## src/rtl/push_vc_demux_pkg.sv

```systemverilog
// Shared constants and VC encoding for the ingress-to-VC write path.
package push_vc_demux_pkg;
  localparam int DATA_WIDTH_DEF = 6;
  localparam int VC_BIT_DEF     = 4;

  typedef enum logic {
    VC0 = 1'b0,
    VC1 = 1'b1
  } vc_e;
endpackage

```

## src/rtl/skid_buf2.sv

```systemverilog
// Two-entry synchronous FIFO used to absorb a one-cycle read latency.
module skid_buf2
  import push_vc_demux_pkg::*;
#(
  parameter int W = DATA_WIDTH_DEF
) (
  input  logic         clk,
  input  logic         rst,
  input  logic         push,
  input  logic [W-1:0] push_data,
  input  logic         pop,
  output logic [1:0]   count,
  output logic [W-1:0] head
);
  logic [W-1:0] mem [2];
  logic         rd_ptr;
  logic         wr_ptr;

  // Caller guarantees no push when full and no pop when empty.
  always_ff @(posedge clk or posedge rst) begin
    if (rst) begin
      mem[0] <= '0;
      mem[1] <= '0;
      rd_ptr <= 1'b0;
      wr_ptr <= 1'b0;
      count  <= 2'd0;
    end else begin
      if (push) begin
        mem[wr_ptr] <= push_data;
        wr_ptr      <= ~wr_ptr;
      end
      if (pop) rd_ptr <= ~rd_ptr;
      case ({push, pop})
        2'b10:   count <= count + 2'd1;
        2'b01:   count <= count - 2'd1;
        default: count <= count;
      endcase
    end
  end

  assign head = mem[rd_ptr];
endmodule

```

## src/rtl/push_vc_demux.sv

```systemverilog
// Drains the main ingress FIFO and steers each word, in order, into the VC0 or VC1 FIFO.
module push_vc_demux
  import push_vc_demux_pkg::*;
#(
  parameter int DATA_WIDTH = DATA_WIDTH_DEF,
  parameter int VC_BIT     = VC_BIT_DEF
) (
  input  logic                  clk,
  input  logic                  reset,
  input  logic                  main_empty,
  input  logic [DATA_WIDTH-1:0] main_data,
  output logic                  main_read,
  input  logic                  vc0_full,
  input  logic                  vc1_full,
  input  logic                  vc0_almost_full,
  input  logic                  vc1_almost_full,
  output logic                  vc0_push,
  output logic [DATA_WIDTH-1:0] vc0_data,
  output logic                  vc1_push,
  output logic [DATA_WIDTH-1:0] vc1_data,
  output logic                  pause
);
  logic [1:0]            count;
  logic [DATA_WIDTH-1:0] head;
  logic                  rd_pending;
  logic                  pop_now;
  logic                  head_full;
  logic [2:0]            occupancy;
  vc_e                   head_vc;

  skid_buf2 #(.W(DATA_WIDTH)) u_buf (
    .clk       (clk),
    .rst       (reset),
    .push      (rd_pending),
    .push_data (main_data),
    .pop       (pop_now),
    .count     (count),
    .head      (head)
  );

  // Handshake: a push is accepted whenever the target's full is low in the same
  // cycle; main_read is a credit-checked pop whose data arrives one cycle later.
  always_comb begin
    head_vc   = vc_e'(head[VC_BIT]);
    head_full = (head_vc == VC1) ? vc1_full : vc0_full;
    pop_now   = !reset && (count != 2'd0) && !head_full;
    occupancy = {1'b0, count} + {2'b00, rd_pending} - {2'b00, pop_now};
    main_read = !reset && !main_empty && !pause && (occupancy < 3'd2);
    vc0_push  = pop_now && (head_vc == VC0);
    vc1_push  = pop_now && (head_vc == VC1);
    vc0_data  = (count != 2'd0) ? head : '0;
    vc1_data  = (count != 2'd0) ? head : '0;
  end

  always_ff @(posedge clk or posedge reset) begin
    if (reset) begin
      rd_pending <= 1'b0;
      pause      <= 1'b0;
    end else begin
      rd_pending <= main_read;
      pause      <= vc0_almost_full | vc1_almost_full;
    end
  end
endmodule

```

## config.mk

```make
export PLATFORM = sky130hd
export DESIGN_NAME = push_vc_demux
export DESIGN_NICKNAME = d
export VERILOG_FILES = /design/src/rtl/push_vc_demux_pkg.sv /design/src/rtl/skid_buf2.sv /design/src/rtl/push_vc_demux.sv
export SDC_FILE = /design/constraint.sdc
export NUM_CORES = 1
export LEC_CHECK = 0
export ABC_AREA = 1
export CAP_MARGIN = 0
export CORE_MARGIN = 2
export CORE_UTILIZATION = 60
export CTS_CLUSTER_SIZE = 25
export DETAILED_ROUTE_END_ITERATION = 10
export DONT_BUFFER_PORTS = 1
export PLACE_DENSITY = 0.83
export SKIP_CTS_REPAIR_TIMING = 1
export SLEW_MARGIN = 40
export SYNTH_ARGS = -nofsm -noshare
export SYNTH_HDL_FRONTEND = slang
export SYNTH_SLANG_ARGS = --single-unit
```

## constraint.sdc

```tcl
create_clock -name clk -period 2.9 [get_ports clk]
set_input_delay 0.29 -clock clk [delete_from_list [all_inputs] [get_ports clk]]
set_output_delay 0.29 -clock clk [all_outputs]
set_load 0.02 [all_outputs]
```

# Word-level counts from Yosys, hierarchy flattened
# Index checks and enable logic that the tools add are counted.
# W data, S select, Z words.
dict set report word_totals {
  wordCells 46
  out_inout_bits 16
  regBits 18
  inputBits 13
}
dict set report classes {
  n_bitwise 6
  eq_ne 2
  addsub 4
  n_mux 9
  magnitude_cmp 4
  reduce_logical 14
}
# op n
set ops {}
lappend ops {{$mux W6} 5}
lappend ops {{$bwmux W12} 1}
lappend ops {{$logic_and A1 B1 Y1} 8}
lappend ops {{$demux W6 S1} 1}
lappend ops {{$ge A2 B2 Y1 const B} 2}
lappend ops {{$logic_not A1 Y1} 4}
lappend ops {{$not A1 Y2} 2}
lappend ops {{$pmux W2 S2} 1}
lappend ops {{$reduce_bool A2 Y1} 2}
lappend ops {{$add A2 B1 Y3} 1}
lappend ops {{$lt A3 B2 Y1 const B} 1}
lappend ops {{$not A1 Y1} 3}
lappend ops {{$sub A3 B1 Y3} 1}
lappend ops {{$add A2 B1 Y2 const B} 1}
lappend ops {{$eq A2 B1 Y1 const B} 1}
lappend ops {{$eq A2 B2 Y1 const B} 1}
lappend ops {{$lt A2 B1 Y1 const B} 1}
lappend ops {{$sub A2 B1 Y2 const B} 1}
lappend ops {{$mux W1} 1}
lappend ops {{$or A1 B1 Y1} 1}

# Logic depth before layout (Yosys ltp)
# Gate-level depths: netlist of run 1.
dict set report logic_depth {
  depth_word 10
  depth_mapped 11
  depth_no_buf 11
}

# Modules after synthesis
# Synthesis of run 1 repeated with hierarchy kept, for this count alone.
dict set report hier_totals {
  cells_unflattened 128
  hier_area_um2 1026.0
}
# module area_per_inst_um2 n_inst seq_area_each_um2 cells_per_inst
set modules_own_cells {}
lappend modules_own_cells {skid_buf2 745.7 1 400.4 86}
lappend modules_own_cells {push_vc_demux 280.3 1 50.0 42}

# Worst setup path before layout of run 1
# No wires, ideal clock.
dict set report synth_path {
  kind {register to output}
  from {reg u_buf.count[0]}
  to {out main_read}
  path_stages_with_launch 10
  arrival_ps 1816
  t_required_ps 2610
  n_path_buf 0
  slack_ps 794
  path_cell_list {dfrtp_1 > nor2_2 > nor2_4 > nand3_4 > inv_2 > nand2_4 > nand3_2 > fa_1 > xnor2_1 > and3_1}
}
dict set report synth_via {
  elab_chain_cells 6
}
# item line
set synth_rtl {}
lappend synth_rtl {{start, declared} skid_buf2.sv:12} ;# output logic [1:0] count,
lappend synth_rtl {{start signal, assigned} skid_buf2.sv:34} ;# 2'b10: count <= count + 2'd1;
lappend synth_rtl {{start signal, assigned} skid_buf2.sv:35} ;# 2'b01: count <= count - 2'd1;
lappend synth_rtl {{start signal, assigned} skid_buf2.sv:36} ;# default: count <= count;
lappend synth_rtl {{parallel branches: the longest is 3 deep, another holds $add A2 B1 Y3} -}
lappend synth_rtl {{$sub A3 B1 Y3 *} push_vc_demux.sv:47} ;# occupancy = {1'b0, count} + {2'b00, rd_pending} - {2'b00, pop_now};
lappend synth_rtl {{$lt A3 B2 Y1 *} push_vc_demux.sv:48} ;# main_read = !reset && !main_empty && !pause && (occupancy < 3'd2);
lappend synth_rtl {{$logic_and A1 B1 Y1 *} push_vc_demux.sv:48}
lappend synth_rtl {{end, declared} push_vc_demux.sv:12} ;# output logic main_read,
# Mark *: on every way between the ends.

# Final worst setup path of run 1
# Ends and elaborated chain as after synthesis.

==> metrics, run 1 <==
Tmin final 2.68 ns; share of the synthesized area in the top cell type 46.8%; Vias roughly 670; PD cells 1290 mW/mm^2; Mean Syn Cell Area 8.45 um^2; final wirelength 1620 um; I/O Buffers 0; Synth Instances 114; vias in the first global route between 500 and 600; gpl congestion 0.737; area leader, netlist dfrtp_1; Detailed Route Iter0 Violations 21; Antenna Nets Post-Route 0; most frequent cells after synthesis 35 x nand2_1, 18 x dfrtp_1, 11 x inv_1; crit end category output pin; sequential-to-total area share from yosys stat a little under half; Worst-Margin Slew about 0.86 ns; clk root buf clkbuf_4; Layout area overhead 2.99%; Die ar. 0.00194 mm^2; Die W 44.1 um; number of antenna diodes 0; critical path startpoint category flip-flop; Hold/Removal Path Class input pin to flip-flop; worst setup margin 0.224 ns; Arrival @ worst endpoint 2.39 ns; Worst slew margin 42.8%; GR Overflow Total 0; Yosys Warn Count 0; Seq cells post-synth 18; post-synthesis mux area share 0%; Area contributors post-synth dfrtp_1 47%, nand2_1 14%, o21ai_0 5.2%, buf_4 4.7%, nand2_4 4.7%; most common cell in the synthesized netlist nand2_1; synthesized area 963 um^2; Required @ worst endpoint 2.61 ns; Fmax roughly 0.37 GHz; Max Buffers Root-to-Sink 2; share of layout cells above drive strength 1 18.9%; Synth Flop Type dfrtp_1; combinational family with the most area after synthesis simple AND/OR/NAND/NOR gates; Max-Cap Viols 0; Die Y 44.1 um; Post-synth EDFFs 0; placeable core area ~0.0015 mm^2; final hold viol count 0; simple-gate share of the synthesized area ~29%; critical-path cell list nor2_2 > nor2_4 > nand3_4 > inv_2 > nand2_4 > nand3_2 > fa_1 > xnor2_1 > and3_1; status finished, final reports clean; skew final slightly above 0.009 ns; Initial Util 64.0%; TritonCTS clock tree built; maximum VDD drop 0.000672 V; RSZ-0062 raised after global routing no; Place WS 0.606 ns; residual DRC count 0; antenna violations before repair 0; HPWL after DPL 1200 um; period utilization 92.3%; Cell variety after synth 25; CTS buffer count 3; Final setup violation count 0; Final Slew Violations 0; Skew-Pair Late Insertion Delay 0.29 ns; slowest stage delay, CP 0.47 ns; post-synthesis compound-gate area fraction 9.35%; Power, Total 1.28 mW; final setup TNS 0 ns; largest net degree at the start of global routing 19; async set-reset flop share out of synthesis 100%; site row count 14; Pre-antenna DRT Iters 4; Tot GR Track Use about a fifth; routed len/inst 12.8 um; first-pass GRT wire length 2570 um; Boundary Pins 29; Crit Path Class flip-flop to output pin; syn nets 128; XOR/XNOR Fraction of Synth Area 1.82%; Post-Synth Adder-Cell Area 2.08%; Finished Core Util 65.9%; fin nets 126; Sink Count 18; htree depth 1; Worst-path clk slew 0.09 ns; Worst Path Max Fanout 7; CP max stage cell dfrtp_1; leakage between 0.5 and 0.6 nW; via density per instance 5.30
power breakdown:
group,switching (mW),internal (mW)
logic,0.503,0.177
registers,0.0951,0.357
clock network,0.0763,0.0765
sequential cells by signal, summed over array words and instances, names as in the netlist:
| register | count |
|---|---|
| u_buf.count | 2 |
| pause | 1 |
| rd_pending | 1 |
| u_buf.mem | 12 |
| u_buf.rd_ptr | 1 |
| u_buf.wr_ptr | 1 |
critical path, delay by kind of cell, from the launching register on:
| family | cells | cell delay (ns) |
|---|---|---|
| xor+xnor | 1 | 0.14 |
| fa+ha+maj | 1 | 0.39 |
| buf+inv | 1 | 0.06 |
| flops | 1 | 0.47 |
| simple gates | 6 | 1.05 |
logic make-up after synthesis:
group	after synthesis
compound gates	18
xor+xnor	2
fa+ha+maj	1
buf+inv	22
flops	18
simple gates	53
path summary, 6_finish.rpt:
path / startpoint / slack, ns / depth (start not counted) / endpoint
min in group asynchronous: reset / 0.52 / 2 / u_buf.rd_ptr$_DFFE_PP0P_
hold / removal: vc0_almost_full / 0.11 / 1 / pause$_DFF_PP0_
hold reg to reg: u_buf.mem[2]$_DFFE_PP0P_ / 0.50 / 2 / u_buf.mem[2]$_DFFE_PP0P_
setup reg to reg: u_buf.count[0]$_DFFE_PP0P_ / 0.70 / 9 / rd_pending$_DFF_PP0_
setup / recovery: u_buf.count[0]$_DFFE_PP0P_ / 0.22 / 9 / main_read
max in group asynchronous: reset / 1.95 / 2 / u_buf.mem[7]$_DFFE_PP0P_
metrics by stage:
step                      cells  hold WS [ns]  cell area (um^2)
after detailed placement    122         0.305               931
after floorplan             114         0.229               963
after global placement      122         0.300               931
after CTS                   126       -0.0186               967
after global routing        127        0.0796               992
final                       127         0.106               992
cell type report:
cell class | count | area (um^2)
clock buffer | 4 | 36.3
fill | 134 | 514
inverter | 14 | 52.6
multi-input combinational | 74 | 423
sequential | 18 | 450
tap | 16 | 20.0
timing repair buffer | 1 | 10.0
layout by cell type, fill, tap and decap left out, types with 2 or more instances in the layout:
master,count
o21ai_1,2
a21oi_1,2
nand2_4,4
nand2_1,35
nand3_2,2
dfrtp_1,18
o21ai_0,10
a21oi_2,4
nor2_1,2
inv_1,11
inv_2,3
clkbuf_4,3
routing by layer:
layer  wire length, um  global-route usage [%]
met5                 0                       0
met1               775                    21.9
met2               720                    29.4
met4                27                    10.3
met3                97                    7.35
Note: power is estimated with default switching activity, not from simulation.
==> run 2, diff against run 1 <==
- CORE_UTILIZATION: 60 -> 50
- PLACE_DENSITY: 0.83 -> 0.72
==> run 2 against run 1 <==
Net effect: the run now ends with hold timing left; sequential cell count unchanged; core utilization shrank 9.8 points; wire length fell by 1.4%; fmax is 0.71% higher; first-iteration DRC count decreased by 19%; cell count is 6.3% higher; combinational power down 1%; clock skew down 0.0081 ns; critical path type unchanged.
==> metrics, run 2 (same netlist as run 1, synthesis figures left out) <==
commonest non-fill, non-tap cell in the layout nand2_1 (unchanged); Final setup violation count 0 (unchanged); largest net degree at the start of global routing 19 (unchanged); vias in the first global route 615 (was 598); TritonCTS clock tree built (unchanged); critical path startpoint category flip-flop (unchanged); max reg flops 12 (unchanged); Worst-Margin Slew 0.878 ns (was 0.861 ns); Arrival @ worst endpoint 2.37 ns (was 2.39 ns); Tot GR Track Use 17.8% (was 18.7%); Max Buffers Root-to-Sink 2 (unchanged); number of antenna diodes 0 (unchanged); first-pass GRT wire length 2720 um (was 2570 um); final hold slack -0.0320 ns (was 0.106 ns); PD cells 1280 mW/mm^2 (was 1290 mW/mm^2); Final Cell Area 990 um^2 (was 992 um^2); skew final 0.00119 ns (was 0.00929 ns); period utilization 91.6% (was 92.3%); Post-DP Area 942 um^2 (was 931 um^2); Regs by FF count u_buf.mem (12), u_buf.count (2) (unchanged); Crit. Startpoint u_buf.count[0]$_DFFE_PP0P_ (unchanged); Boundary Pins 29 (unchanged); Die W 47.9 um (was 44.1 um); most frequent cells in the layout 35 x nand2_1, 18 x dfrtp_1, 11 x inv_1, 10 x o21ai_0, 4 x nand2_4 (was 35 x nand2_1, 18 x dfrtp_1, 11 x inv_1, 10 x o21ai_0); Final Slew Violations 0 (unchanged); Tmin final 2.66 ns (was 2.68 ns); Fmax 0.376 GHz (was 0.374 GHz); Antenna Nets Post-Route 0 (unchanged); RR Startpoint u_buf.count[0]$_DFFE_PP0P_ (unchanged); Pre-antenna DRT Iters 4 (unchanged); Worst path top cell family by delay simple AND/OR/NAND/NOR gates (unchanged); Worst Path Max Fanout 7 (unchanged); Skew-Pair Late Insertion Delay 0.29 ns (about the same); Die Y 47.9 um (was 44.1 um); routed len/inst 11.8 um (was 12.8 um); Max-Cap Viols 0 (unchanged); GR Overflow Total 0 (unchanged); crit end category output pin (unchanged); Layout area overhead 2.73% (was 2.99%); site row count 15 (was 14); clk root buf clkbuf_4 (unchanged); Die ar. 0.00229 mm^2 (was 0.00194 mm^2); I/O Buffers 0 (unchanged); Crit Path Class flip-flop to output pin (unchanged); Top reg by flops u_buf.mem (unchanged); final wirelength 1600 um (was 1620 um); fin nets 125 (was 126); share of power burned in registers 35.4% (was 35.2%); Vias 686 (was 673); leakage 0.522 nW (was 0.527 nW); final setup TNS 0 ns (unchanged); Internal 0.606 mW (was 0.611 mW); Initial Util 54.6% (was 64.0%); failing checks hold timing; CTS buffer count 3 (unchanged); Clk pwr share 11.8% (was 11.9%); Sw Share 52.2% (was 52.5%); CP max stage cell dfrtp_1 (unchanged); Worst slew margin 41.7% (was 42.8%); slowest stage delay, CP 0.46 ns (was 0.47 ns); status finished with violations (was finished, final reports clean); fin cells 135 (was 127); final hold viol count 18 (was 0); residual DRC count 0 (unchanged); Required @ worst endpoint 2.61 ns (about the same); share of layout cells above drive strength 1 18.2% (was 18.9%); gpl congestion 0.743 (was 0.737); antenna violations before repair 0 (unchanged); P_sw 0.662 mW (was 0.674 mW); htree depth 1 (unchanged); Finished Core Util 56.1% (was 65.9%); Comb pwr share 52.9% (about the same); reg2reg end rd_pending$_DFF_PP0_ (unchanged); r2r setup slk 0.72 ns (was 0.70 ns); FF-to-FF path depth 9 (unchanged); crit path to main_read (unchanged); Hold/Removal Path Class input pin to asynchronous set/reset pin (was input pin to flip-flop); Detailed Route Iter0 Violations 17 (was 21); WP depth 9 (unchanged); Worst-path clk slew 0.10 ns (was 0.09 ns); Sink Count 18 (unchanged); Inst Count DP 131 (was 122); via density per instance 5.08 (was 5.30); critical-path cell list nor2_2 > nor2_4 > nand3_4 > inv_2 > nand2_4 > nand3_2 > fa_1 > xnor2_1 > and3_1 (unchanged); Crit path buffers/inverters 1 (unchanged); HPWL after DPL 1180 um (was 1200 um); RSZ-0062 raised after global routing no (unchanged); placeable core area 0.00176 mm^2 (was 0.00151 mm^2); Power, Total 1.27 mW (was 1.28 mW); maximum VDD drop 0.000753 V (was 0.000672 V)
run 2: cell count changes in the layout (fill, tap and decap cells not counted):
cell	change
a21oi_1	+1
dlygate4sd3_1	-1
a21oi_2	-1
run 2: cell type report:
type | instances | area (um^2)
inverter | 14 | 52.6
sequential | 18 | 450
tap | 25 | 31.3
fill | 172 | 774
clock buffer | 4 | 36.3
multi-input combinational | 74 | 419
run 2: power groups by stage:
| stage | sequential (mW) | combinational, mW | clock (mW) |
|---|---|---|---|
| final | 0.449 | 0.671 | 0.149 |
| after global placement | 0.451 | 0.640 | 0 |
| after detailed placement | 0.453 | 0.645 | 0 |
| after floorplan | 0.433 | 0.683 | 0 |
| after CTS | 0.448 | 0.650 | 0.155 |
| after global routing | 0.465 | 0.751 | 0.166 |
run 2: worst register-to-register path, cell delays in order (launching register included):
cell     delay [ns]
dfrtp_1        0.46
nor2_2         0.41
nor2_4         0.07
nand3_4        0.12
inv_2          0.06
nand2_4        0.07
nand3_2        0.07
fa_1           0.38
xnor2_1        0.14
and3_1         0.31
run 2: through the flow:
step	hold slack, ns	setup slack, ns
CTS	-0.0152	0.268
global placement	0.302	0.669
global route	0.0188	0.0489
floorplan	0.229	0.794
finish	-0.0320	0.243
detailed placement	0.304	0.607
run 2: layer usage:
layer | GRT usage (%) | part of all wire [%] | up-vias
met3 | 4.15 | 7.4 | 6
li1 | - | - | 343
met2 | 26.4 | 45 | 31
met5 | 0 | 0 | -
met1 | 25.0 | 46 | 306
met4 | 8.11 | 1.6 | 0
run 2: worst min path at each step:
stage,start,end,slack (ns)
after floorplan,reset,pause$_DFF_PP0_,0.23
after global placement,reset,u_buf.count[1]$_DFFE_PP0P_,0.30
after detailed placement,reset,u_buf.count[1]$_DFFE_PP0P_,0.30
after CTS,reset,u_buf.count[0]$_DFFE_PP0P_,-0.02
after global routing,reset,u_buf.count[0]$_DFFE_PP0P_,0.02
final,reset,rd_pending$_DFF_PP0_,-0.03
==> run 3, diff against run 2 <==
- ABC_CLOCK_PERIOD_IN_PS: not set -> 2900
- CORE_MARGIN: 2 -> 5
- CTS_CLUSTER_DIAMETER: not set -> 60
==> run 3 against run 2 <==
Net effect: the flow still finishes with violations (hold timing); clock power rose by 7%; clock-buffer cell count did not move; fmax fell by 2.0%; largest cell class unchanged; sequential power barely moved; worst setup slack got worse by 0.054 ns; non-clock buffer count rose by 1; global-route usage fell by 3.0 points; first-iteration DRC count rose by 12%.
==> metrics, run 3 (same netlist as run 1, synthesis figures left out) <==
status finished with violations (unchanged); failing checks hold timing (unchanged); Power, Total 1.32 mW (was 1.27 mW); Required @ worst endpoint 2.61 ns (about the same); first-pass GRT wire length 2940 um (was 2720 um); clk root buf clkbuf_4 (unchanged); Antenna Nets Post-Route 0 (unchanged); residual DRC count 0 (unchanged); Regs by FF count u_buf.mem (12), u_buf.count (2) (unchanged); Hold/Removal Path Class input pin to asynchronous set/reset pin (unchanged); Final Cell Area 0.00100 mm^2 (was 990 um^2); Boundary Pins 29 (unchanged); final hold viol count 18 (unchanged); Worst-path clk slew 0.10 ns (about the same); most frequent cells in the layout 35 x nand2_1, 18 x dfrtp_1, 11 x inv_1, 10 x o21ai_0, 5 x a21oi_2 (was 35 x nand2_1, 18 x dfrtp_1, 11 x inv_1, 10 x o21ai_0, 4 x nand2_4); met3 GRT Util 6.65% (was 4.15%); CTS buffer count 3 (unchanged); number of antenna diodes 0 (unchanged); Sink Count 18 (unchanged); Die Y 53.9 um (was 47.9 um); crit end category output pin (unchanged); maximum VDD drop 0.000684 V (was 0.000753 V); antenna violations before repair 0 (unchanged); critical path startpoint category flip-flop (unchanged); fin cells 136 (was 135); Final setup violation count 0 (unchanged); Worst-Margin Slew 0.680 ns (was 0.878 ns); I/O Buffers 0 (unchanged); Layout area overhead 4.29% (was 2.73%); GR peak layer met2 (unchanged); HPWL after DPL 1300 um (was 1180 um); largest net degree at the start of global routing 19 (unchanged); Arrival @ worst endpoint 2.42 ns (was 2.37 ns); final hold slack -0.0356 ns (was -0.0320 ns); Pre-antenna DRT Iters 4 (unchanged); Initial Util 54.0% (was 54.6%); Fmax 0.369 GHz (was 0.376 GHz); Worst slew margin 54.6% (was 41.7%); Crit Path Class flip-flop to output pin (unchanged); Die W 53.9 um (was 47.9 um); Max Buffers Root-to-Sink 2 (unchanged); Post-DP Area 950 um^2 (was 942 um^2); via density per instance 4.97 (was 5.08); Tmin final 2.71 ns (was 2.66 ns); share of layout cells above drive strength 1 20.7% (was 18.2%); fin nets 126 (was 125); period utilization 93.5% (was 91.6%); htree depth 1 (unchanged); Detailed Route Iter0 Violations 19 (was 17); met1 usage 16.7% (was 25.0%); Vias 676 (was 686); Final Slew Violations 0 (unchanged); routed len/inst 13.1 um (was 11.8 um); Worst Path Max Fanout 7 (unchanged); Max-Cap Viols 0 (unchanged); Top reg by flops u_buf.mem (unchanged); gpl congestion 0.842 (was 0.743); leakage 0.528 nW (was 0.522 nW); Die ar. 0.00290 mm^2 (was 0.00229 mm^2); final setup TNS 0 ns (unchanged); RSZ-0062 raised after global routing no (unchanged); commonest non-fill, non-tap cell in the layout nand2_1 (unchanged); GR Overflow Total 0 (unchanged); Tot GR Track Use 14.9% (was 17.8%); PD cells 1310 mW/mm^2 (was 1280 mW/mm^2); max reg flops 12 (unchanged); final wirelength 1780 um (was 1600 um); GRT met2 Usage 23.0% (was 26.4%); skew final 0.00247 ns (was 0.00119 ns); TritonCTS clock tree built (unchanged); placeable core area 0.00178 mm^2 (was 0.00176 mm^2); site row count 15 (unchanged); Inst Count DP 132 (was 131); Skew-Pair Late Insertion Delay 0.30 ns (was 0.29 ns); vias in the first global route 674 (was 615)
[run 3: changes by cell type in the layout (fill, tap and decap cells not counted), sizes merged]
cell and change:
buf +1
[run 3: worst max-delay path, cell delays in order, from the launching register on]
cell     delay [ns]
dfrtp_1        0.46
nor2_2         0.44
nor2_4         0.07
nand3_4        0.12
inv_2          0.06
nand2_4        0.07
nand3_2        0.07
fa_1           0.38
xnor2_1        0.14
and3_1         0.30
[run 3: worst paths after layout]
| path | slack [ns] | end | startpoint | cells past startpoint |
|---|---|---|---|---|
| worst max-delay path | 0.19 | main_read | u_buf.count[0]$_DFFE_PP0P_ | 9 |
| worst min-delay path | -0.04 | u_buf.mem[0]$_DFFE_PP0P_ | reset | 1 |
| worst max register to register | 0.68 | rd_pending$_DFF_PP0_ | u_buf.count[0]$_DFFE_PP0P_ | 9 |
| worst min register to register | 0.50 | u_buf.mem[4]$_DFFE_PP0P_ | u_buf.mem[4]$_DFFE_PP0P_ | 2 |
| max in group asynchronous | 2.51 | u_buf.wr_ptr$_DFFE_PP0P_ | reset | 1 |
| min in group clk | 0.09 | pause$_DFF_PP0_ | vc0_almost_full | 1 |
[run 3: report_power, final]
| group | switching, mW | total, mW | internal [mW] |
|---|---|---|---|
| Combinational | 0.511 | 0.706 | 0.195 |
| Clock | 0.0819 | 0.159 | 0.0767 |
| Sequential | 0.0953 | 0.452 | 0.357 |
| Total | 0.688 | 1.32 | 0.628 |
[run 3: metal layers]
layer / up-vias / routed length [um]
met5: - / 0
met4: 0 / 37
met3: 4 / 141
met2: 17 / 791
met1: 309 / 806
li1: 346 / -
[run 3: area by class of cell]
class	instances	area [um^2]
fillers	157	778
multi-input cells	74	427
clock buffers	4	36.3
flip-flops and latches	18	450
well taps	25	31.3
inverters	14	52.6
repair buffers	1	7.51
[run 3: per-stage QoR]
step | worst slack (ns) | utilization (%)
after global placement | 0.678 | 53.3
after floorplan | 0.794 | -
after detailed placement | 0.618 | 53.3
after CTS | 0.270 | 55.3
after global routing | 0.0637 | 56.4
final | 0.189 | 56.4
